File: src/rtl/irq_pending_ctrl_pkg.sv
// Shared types and helpers for the interrupt pending controller.
// Holds source count, ID width, FSM states and the clear-vector helper.
package irq_pending_ctrl_pkg;

   localparam int N_SRC = 8;
   localparam int ID_W  = 3;

   typedef enum logic {
      IDLE,
      PRESENT
   } state_e;

   function automatic logic [N_SRC-1:0] onehot8(input logic [ID_W-1:0] id);
      onehot8     = '0;
      onehot8[id] = 1'b1;
   endfunction

endpackage

File: src/rtl/irq_pending_ctrl_prio_enc8.sv
// Combinational 8:3 priority encoder, highest set index wins.
// Ports: elig (candidates), win_id (winning index), any_v (any candidate set).
module prio_enc8
   import irq_pending_ctrl_pkg::*;
(
   input  logic [N_SRC-1:0] elig,
   output logic [ID_W-1:0]  win_id,
   output logic             any_v
);

   always_comb begin
      win_id = '0;
      any_v  = 1'b0;
      for (int k = 0; k < N_SRC; k++) begin
         if (elig[k]) begin
            win_id = ID_W'(k);
            any_v  = 1'b1;
         end
      end
   end

endmodule

File: src/rtl/irq_pending_ctrl.sv
// Captures 8 request lines into a pending register and presents the
// highest-numbered unmasked source as a held ID over valid/ready.
// Ports: clk, rst_n (async, active-low), en, req, mask, irq_ready,
//        ovr_clr in; irq_valid, irq_id, pending, overrun out.
module irq_pending_ctrl
   import irq_pending_ctrl_pkg::*;
#(
   parameter bit EDGE = 1'b1
) (
   input  logic             clk,
   input  logic             rst_n,
   input  logic             en,
   input  logic [N_SRC-1:0] req,
   input  logic [N_SRC-1:0] mask,
   input  logic             irq_ready,
   input  logic             ovr_clr,
   output logic             irq_valid,
   output logic [ID_W-1:0]  irq_id,
   output logic [N_SRC-1:0] pending,
   output logic [N_SRC-1:0] overrun
);

   logic [N_SRC-1:0] req_d_q;
   logic [N_SRC-1:0] pending_q, pending_d;
   logic [N_SRC-1:0] overrun_q, overrun_d;
   logic [N_SRC-1:0] set_vec, clr_vec, elig;
   logic [ID_W-1:0]  win_id;
   logic             any_v;
   logic             hs;

   state_e           state_q;
   logic             valid_q;
   logic [ID_W-1:0]  id_q;

   assign hs      = valid_q & irq_ready;
   assign set_vec = EDGE ? (req & ~req_d_q) : req;
   assign clr_vec = hs ? onehot8(id_q) : '0;
   assign elig    = pending_q & ~mask;

   // Set is OR-ed in last so a same-cycle new event survives its clear.
   assign pending_d = (pending_q & ~clr_vec) | set_vec;

   // A new event on a source that is still pending (and not being
   // retired this cycle) is an overrun; a set beats ovr_clr.
   always_comb begin
      overrun_d = '0;
      if (EDGE) begin
         overrun_d = (ovr_clr ? '0 : overrun_q)
                   | (set_vec & pending_q & ~clr_vec);
      end
   end

   prio_enc8 u_enc (
      .elig   (elig),
      .win_id (win_id),
      .any_v  (any_v)
   );

   always_ff @(posedge clk or negedge rst_n) begin
      if (!rst_n) begin
         req_d_q   <= '0;
         pending_q <= '0;
         overrun_q <= '0;
      end else begin
         req_d_q   <= req;
         pending_q <= pending_d;
         overrun_q <= overrun_d;
      end
   end

   always_ff @(posedge clk or negedge rst_n) begin
      if (!rst_n) begin
         state_q <= IDLE;
         valid_q <= 1'b0;
         id_q    <= '0;
      end else begin
         unique case (state_q)
            IDLE: begin
               if (en && any_v) begin
                  state_q <= PRESENT;
                  valid_q <= 1'b1;
                  id_q    <= win_id;
               end
            end
            PRESENT: begin
               // ID is frozen until accepted; en/mask/req are ignored here.
               if (irq_ready) begin
                  state_q <= IDLE;
                  valid_q <= 1'b0;
               end
            end
            default: begin
               state_q <= IDLE;
               valid_q <= 1'b0;
            end
         endcase
      end
   end

   assign irq_valid = valid_q;
   assign irq_id    = id_q;
   assign pending   = pending_q;
   assign overrun   = overrun_q;

endmodule

File: config.mk
export PLATFORM = sky130hd
export DESIGN_NAME = irq_pending_ctrl
export DESIGN_NICKNAME = d
export VERILOG_FILES = /design/src/rtl/irq_pending_ctrl_pkg.sv /design/src/rtl/irq_pending_ctrl_prio_enc8.sv /design/src/rtl/irq_pending_ctrl.sv
export SDC_FILE = /design/constraint.sdc
export NUM_CORES = 1
export LEC_CHECK = 0
export ABC_AREA = 1
export BUFFER_PORTS_ARGS = -buffer_cell sky130_fd_sc_hd__buf_2
export CAP_MARGIN = 20
export CORE_MARGIN = 2
export CORE_UTILIZATION = 52
export DETAILED_ROUTE_END_ITERATION = 16
export PLACE_DENSITY = 0.92
export SLEW_MARGIN = 40
export SYNTH_ARGS = -nofsm -noshare
export SYNTH_HDL_FRONTEND = slang
export SYNTH_SLANG_ARGS = --single-unit
File: constraint.sdc
create_clock -name clk -period 2.33 [get_ports clk]
set_input_delay 0.466 -clock clk [delete_from_list [all_inputs] [get_ports clk]]
set_output_delay 0.466 -clock clk [all_outputs]
set_load 0.03 [all_outputs]
---- Word-level counts from Yosys, hierarchy flattened ----
Index checks and enable logic that the tools add are counted.
storage, ports and cells
  flip-flop bits (word level) ............. 29
  output and inout port bits .............. 20
  input bits .............................. 21
operators by class
  eq/ne operators ......................... 2
  bitwise gates (word level) .............. 12
  reduce and logical (&&, ||, !) cells .... 4
  order comparisons ....................... 2
  muxes and demuxes ....................... 25
operators by type and width
  operator            count
  $and 8x8->8         5
  $not 8->8           3
  $mux 8              2
  $or 8x8->8          2
  $mux 1              14
  $mux 3              4
  $lt 3x4->1 const B  1
  $mux 2              2
  $ne 2x2->1 const B  2
  $pmux 1 s2          2
  $reduce_and 2->1    2
  $demux 1 s3         1
  $ge 3x1->1 const B  1
  $logic_and 1x1->1   2
  $and 1x1->1         1
  $not 1->1           1

---- Logic depth before layout (Yosys ltp) ----
  depth in word-level cells ............... 13
  depth in mapped cells ................... 10
  gate-level depth less buffers ........... 10

---- By module ----
Synthesis repeated with hierarchy kept, for this count alone.
unflattened totals
  cells, all modules ...................... 164
  area total of the unflattened synthesis .. 1255.0 sq um
by module, submodules not included
  module            area an instance (sq um)  seq. area each (sq um)  instances  cells an instance
  irq_pending_ctrl  1177.4                    725.7                   1          144
  prio_enc8         77.6                      0.0                     1          20

---- Least setup slack after synthesis ----
OpenSTA, ideal clock, no wires.
  kind .................................... flip-flop to flip-flop
  start ................................... register pending_q[4], in the netlist pending[4]
  end ..................................... register id_q[0], in the netlist irq_id[0]
  arrival ................................. 1059 ps
  required time ........................... 2213 ps
  setup time .............................. 117 ps
  slack ................................... 1154 ps
  clock period less this slack ............ 1176 ps
  cell stages (with the launch flop) ...... 9
  cell sequence ........................... dfrtp_1 -> nand2_2 -> nand2_2 -> nor2_4 -> nand2_2 -> nand2_4 -> inv_2 -> nand2_1 -> nand2_1
on the way
  cells in the longest elaborated chain, start to end .. 7
  elaborated cells between the ends (all ways) .. 11
  classes of those cells .................. mux: 8; bitwise: 1; reduce/logical: 2
RTL lines
  item                               line                              text
  start, declared                    irq_pending_ctrl.sv:24            logic [N_SRC-1:0] pending_q, pending_d;
  start signal, assigned             irq_pending_ctrl.sv:66            pending_q <= pending_d;
  $and 8x8->8 (*)                    irq_pending_ctrl.sv:38            assign elig = pending_q & ~mask;
  $mux 1 (4 in series)               irq_pending_ctrl_prio_enc8.sv:15  if (elig[k]) begin
  $logic_and 1x1->1                  irq_pending_ctrl.sv:79            if (en && any_v) begin
  $reduce_and 2->1 (no source line)  n/a
  end signal, assigned               irq_pending_ctrl.sv:82            id_q <= win_id;
  end, declared                      irq_pending_ctrl.sv:33            logic [ID_W-1:0] id_q;
Every way passes the cells marked *; elsewhere a longest branch is shown, timed or not.
A chain may end at the register's enable or synchronous reset.

---- Worst setup path after layout ----
  start ................................... register id_q[2], in the netlist irq_id[2]
  end ..................................... output port irq_id[2]
RTL lines
  item           line                    text
  end, declared  irq_pending_ctrl.sv:18  output logic [ID_W-1:0] irq_id,
No word-level cell between the ends.

==> impl_metrics.yaml <==
outcome:
  run_status: "finished, final reports clean"
finish:
  nets: 210
  num_antenna_cells: 0
  area_growth_pct: 23.3
  instances_no_fill: 218
  drive_above_1_share: 0.295
logic_synthesis:
  syn_avg_cell_area_sq_um: 8.50
  synth_top_area_frac: 0.597
  synth_top_cell_by_area: "dfrtp_1"
  ys.warnings.count: 0
  synthesis.nets: 164
  synthTopCellsByArea: "dfrtp_1 60%, nand2_1 16%, inv_1 9.9%"
  ys_seq_elements: 29
  ys_seq_area_frac: 0.597
  synth_cell_types: 15
  syn_inst: 143
  synth_area_sq_um: 1210
grt:
  antenna_found_initial: 0
  grt_pass1_wl_um: 4390
  grt_pass1_vias: 1042
  grt_max_degree: 30
  grt_overflow: 0
  track_usage: 0.231
setup_path:
  cp.required_ps: 1860
  crit_path_cell_trace: "buf_2"
  start_kind: "flop"
  crit_path_max_fanout: 6
  r2r_cells: 8
  cp_slowest_stage_delay_ps: 460
  cpMaxStageDelayCell: "dfrtp_1"
  r2r_end: "irq_id[0]"
  crit_family: "flip-flops"
  arrival_ps: 1030
  critPathCaptureType: "output port"
  crit_type: "reg2out"
  crit_buf_inv: 1
  ff2ff_setup_slack_ps: 1170
  r2r_start: "pending[3]"
detailed_routing:
  via_per_inst: 4.78
  maxUsedRoutingLayer: "met4"
  dr_wl_met2_um: 1260
  first_pass_iters: 4
  wl_per_cell_um: 11.5
  drc: 0
  dr_wl_met3_um: 162
  vias: 1041
  drt_iter0_markers: 16
  finalWirelength_um: 2510
  final_antenna_net_count: 0
  wl_met1_um: 1030
cts:
  cts_setup_buffers: 0
  cts.clk_slew.worst_paths_ps: 100
  clockBufferDepth: 2
  cts_tree: "done"
  clock-sinks: 29
  cts_made_buffers: 5
  insertion_delay_ps: 340
  clockRootBuffer: "clkbuf_4"
  postCtsResizedCells: 0
  cts_hold_buffers: 0
  cts_htree_levels: 2
power:
  peakVddDrop_uv: 702
  p_per_area_nw_per_um2: 921
  power_leakage_nw: 0.881
sta:
  max_freq_mhz: 668
  rsz0062_at_grt: "false"
  fin_skew_ps: 17.5
  finalCriticalPeriod_ps: 1500
  fin_crit_sh: 0.642
  tns_ps: 0
  slew_violations: 0
  tightest_slew_ps: 608
  setup_viol_count_final: 0
  final_hold_viol_count: 0
  slew_headroom: 0.595
place:
  post-place-cells: 210
  port-buffer-count: 40
  place_congestion: 0.839
  hpwl_um: 1910
floorplan:
  initial_core_util: 0.549
  die_w_um: 52.3
  core_sq_um: 2210
  ios: 41
  die_h_um: 52.3
  die-area_sq_um: 2740
  rows: 17
job:
  max_cap_violations: 0
hold_path:
  hold_path_class: "in2async"
-- sequential cells by signal, summed over array words and instances (netlist names) --
| signal | cells |
|---|---|
| state_q | 1 |
| irq_valid | 1 |
| req_d_q | 8 |
| irq_id | 3 |
| overrun | 8 |
| pending | 8 |
-- kinds of logic (layout without fill, tap and decap cells) --
family,count (synthesis),in the layout,synth area share
flops,29,29,0.597
simple gates,66,66,0.229
buf+inv,34,81,0.105
compound gates,14,14,0.0690
-- metal layers --
metal | up-vias | global-route usage
met5 | - | 0
met3 | 8 | 0.0943
li1 | 517 | -
met2 | 36 | 0.356
met1 | 480 | 0.269
met4 | 0 | 0.137
-- report_power, final --
group	total [mW]	leakage, nW	internal, mW	switching [mW]
clock	0.287	0.0320	0.115	0.173
combinational	0.440	0.523	0.130	0.310
sequential	0.652	0.326	0.584	0.0681
-- synth_stat cells --
cell type  number
nand2_1        51
inv_1          32
dfrtp_1        29
o22ai_1         8
nor2_1          7
nand2_2         5
o21ai_0         2
o21ai_1         2
a22oi_1         1
a31oi_1         1
buf_1           1
inv_2           1
nand2_4         1
nor2_2          1
nor2_4          1
-- layout by cell type (no fill, tap or decap) --
master and n:
o22ai_1 8, o21ai_1 2, dfrtp_1 29, clkbuf_4 5
o21ai_0 2, nor2_4 1, a22oi_1 1, inv_1 32
inv_2 1, clkinv_2 2, buf_2 40, a31oi_1 1
nor2_1 7, nand2_4 1, clkbuf_1 1, nand2_1 51
nand2_2 5, nor2_2 1
-- through the flow --
step           power [mW]   util  setup WS (ps)  area, sq um  hold slack, ps
4_1_cts              1.38  0.677            834         1500             148
5_1_grt              1.47  0.677            781         1500             167
3_3_place_gp         1.08  0.654           1080         1450             486
2_1_floorplan       0.954      -           1150         1210             170
3_5_place_dp         1.10  0.654           1060         1450             502
6_report             1.38  0.677            833         1500             127
-- worst max path at each step --
stage / from / endpoint / slack (ps) / cells after the start
6_report: irq_id[2] / irq_id[2] / 830 / 1
5_1_grt: irq_id[2] / irq_id[2] / 780 / 1
4_1_cts: irq_id[2] / irq_id[2] / 830 / 1
3_5_place_dp: mask[2] / irq_id[0] / 1060 / 10
3_3_place_gp: mask[2] / irq_id[0] / 1080 / 10
2_1_floorplan: pending[4] / irq_id[0] / 1150 / 8
-- area by class of cell --
type | instances | area [sq um]
Sequential cell | 29 | 726
Inverter | 33 | 124
Multi-Input combinational cell | 80 | 362
Timing Repair Buffer | 40 | 200
Tap cell | 28 | 35.0
Clock inverter | 2 | 10.0
Clock buffer | 6 | 41.3
Fill cell | 178 | 714
(Power assumes the default switching activity.)
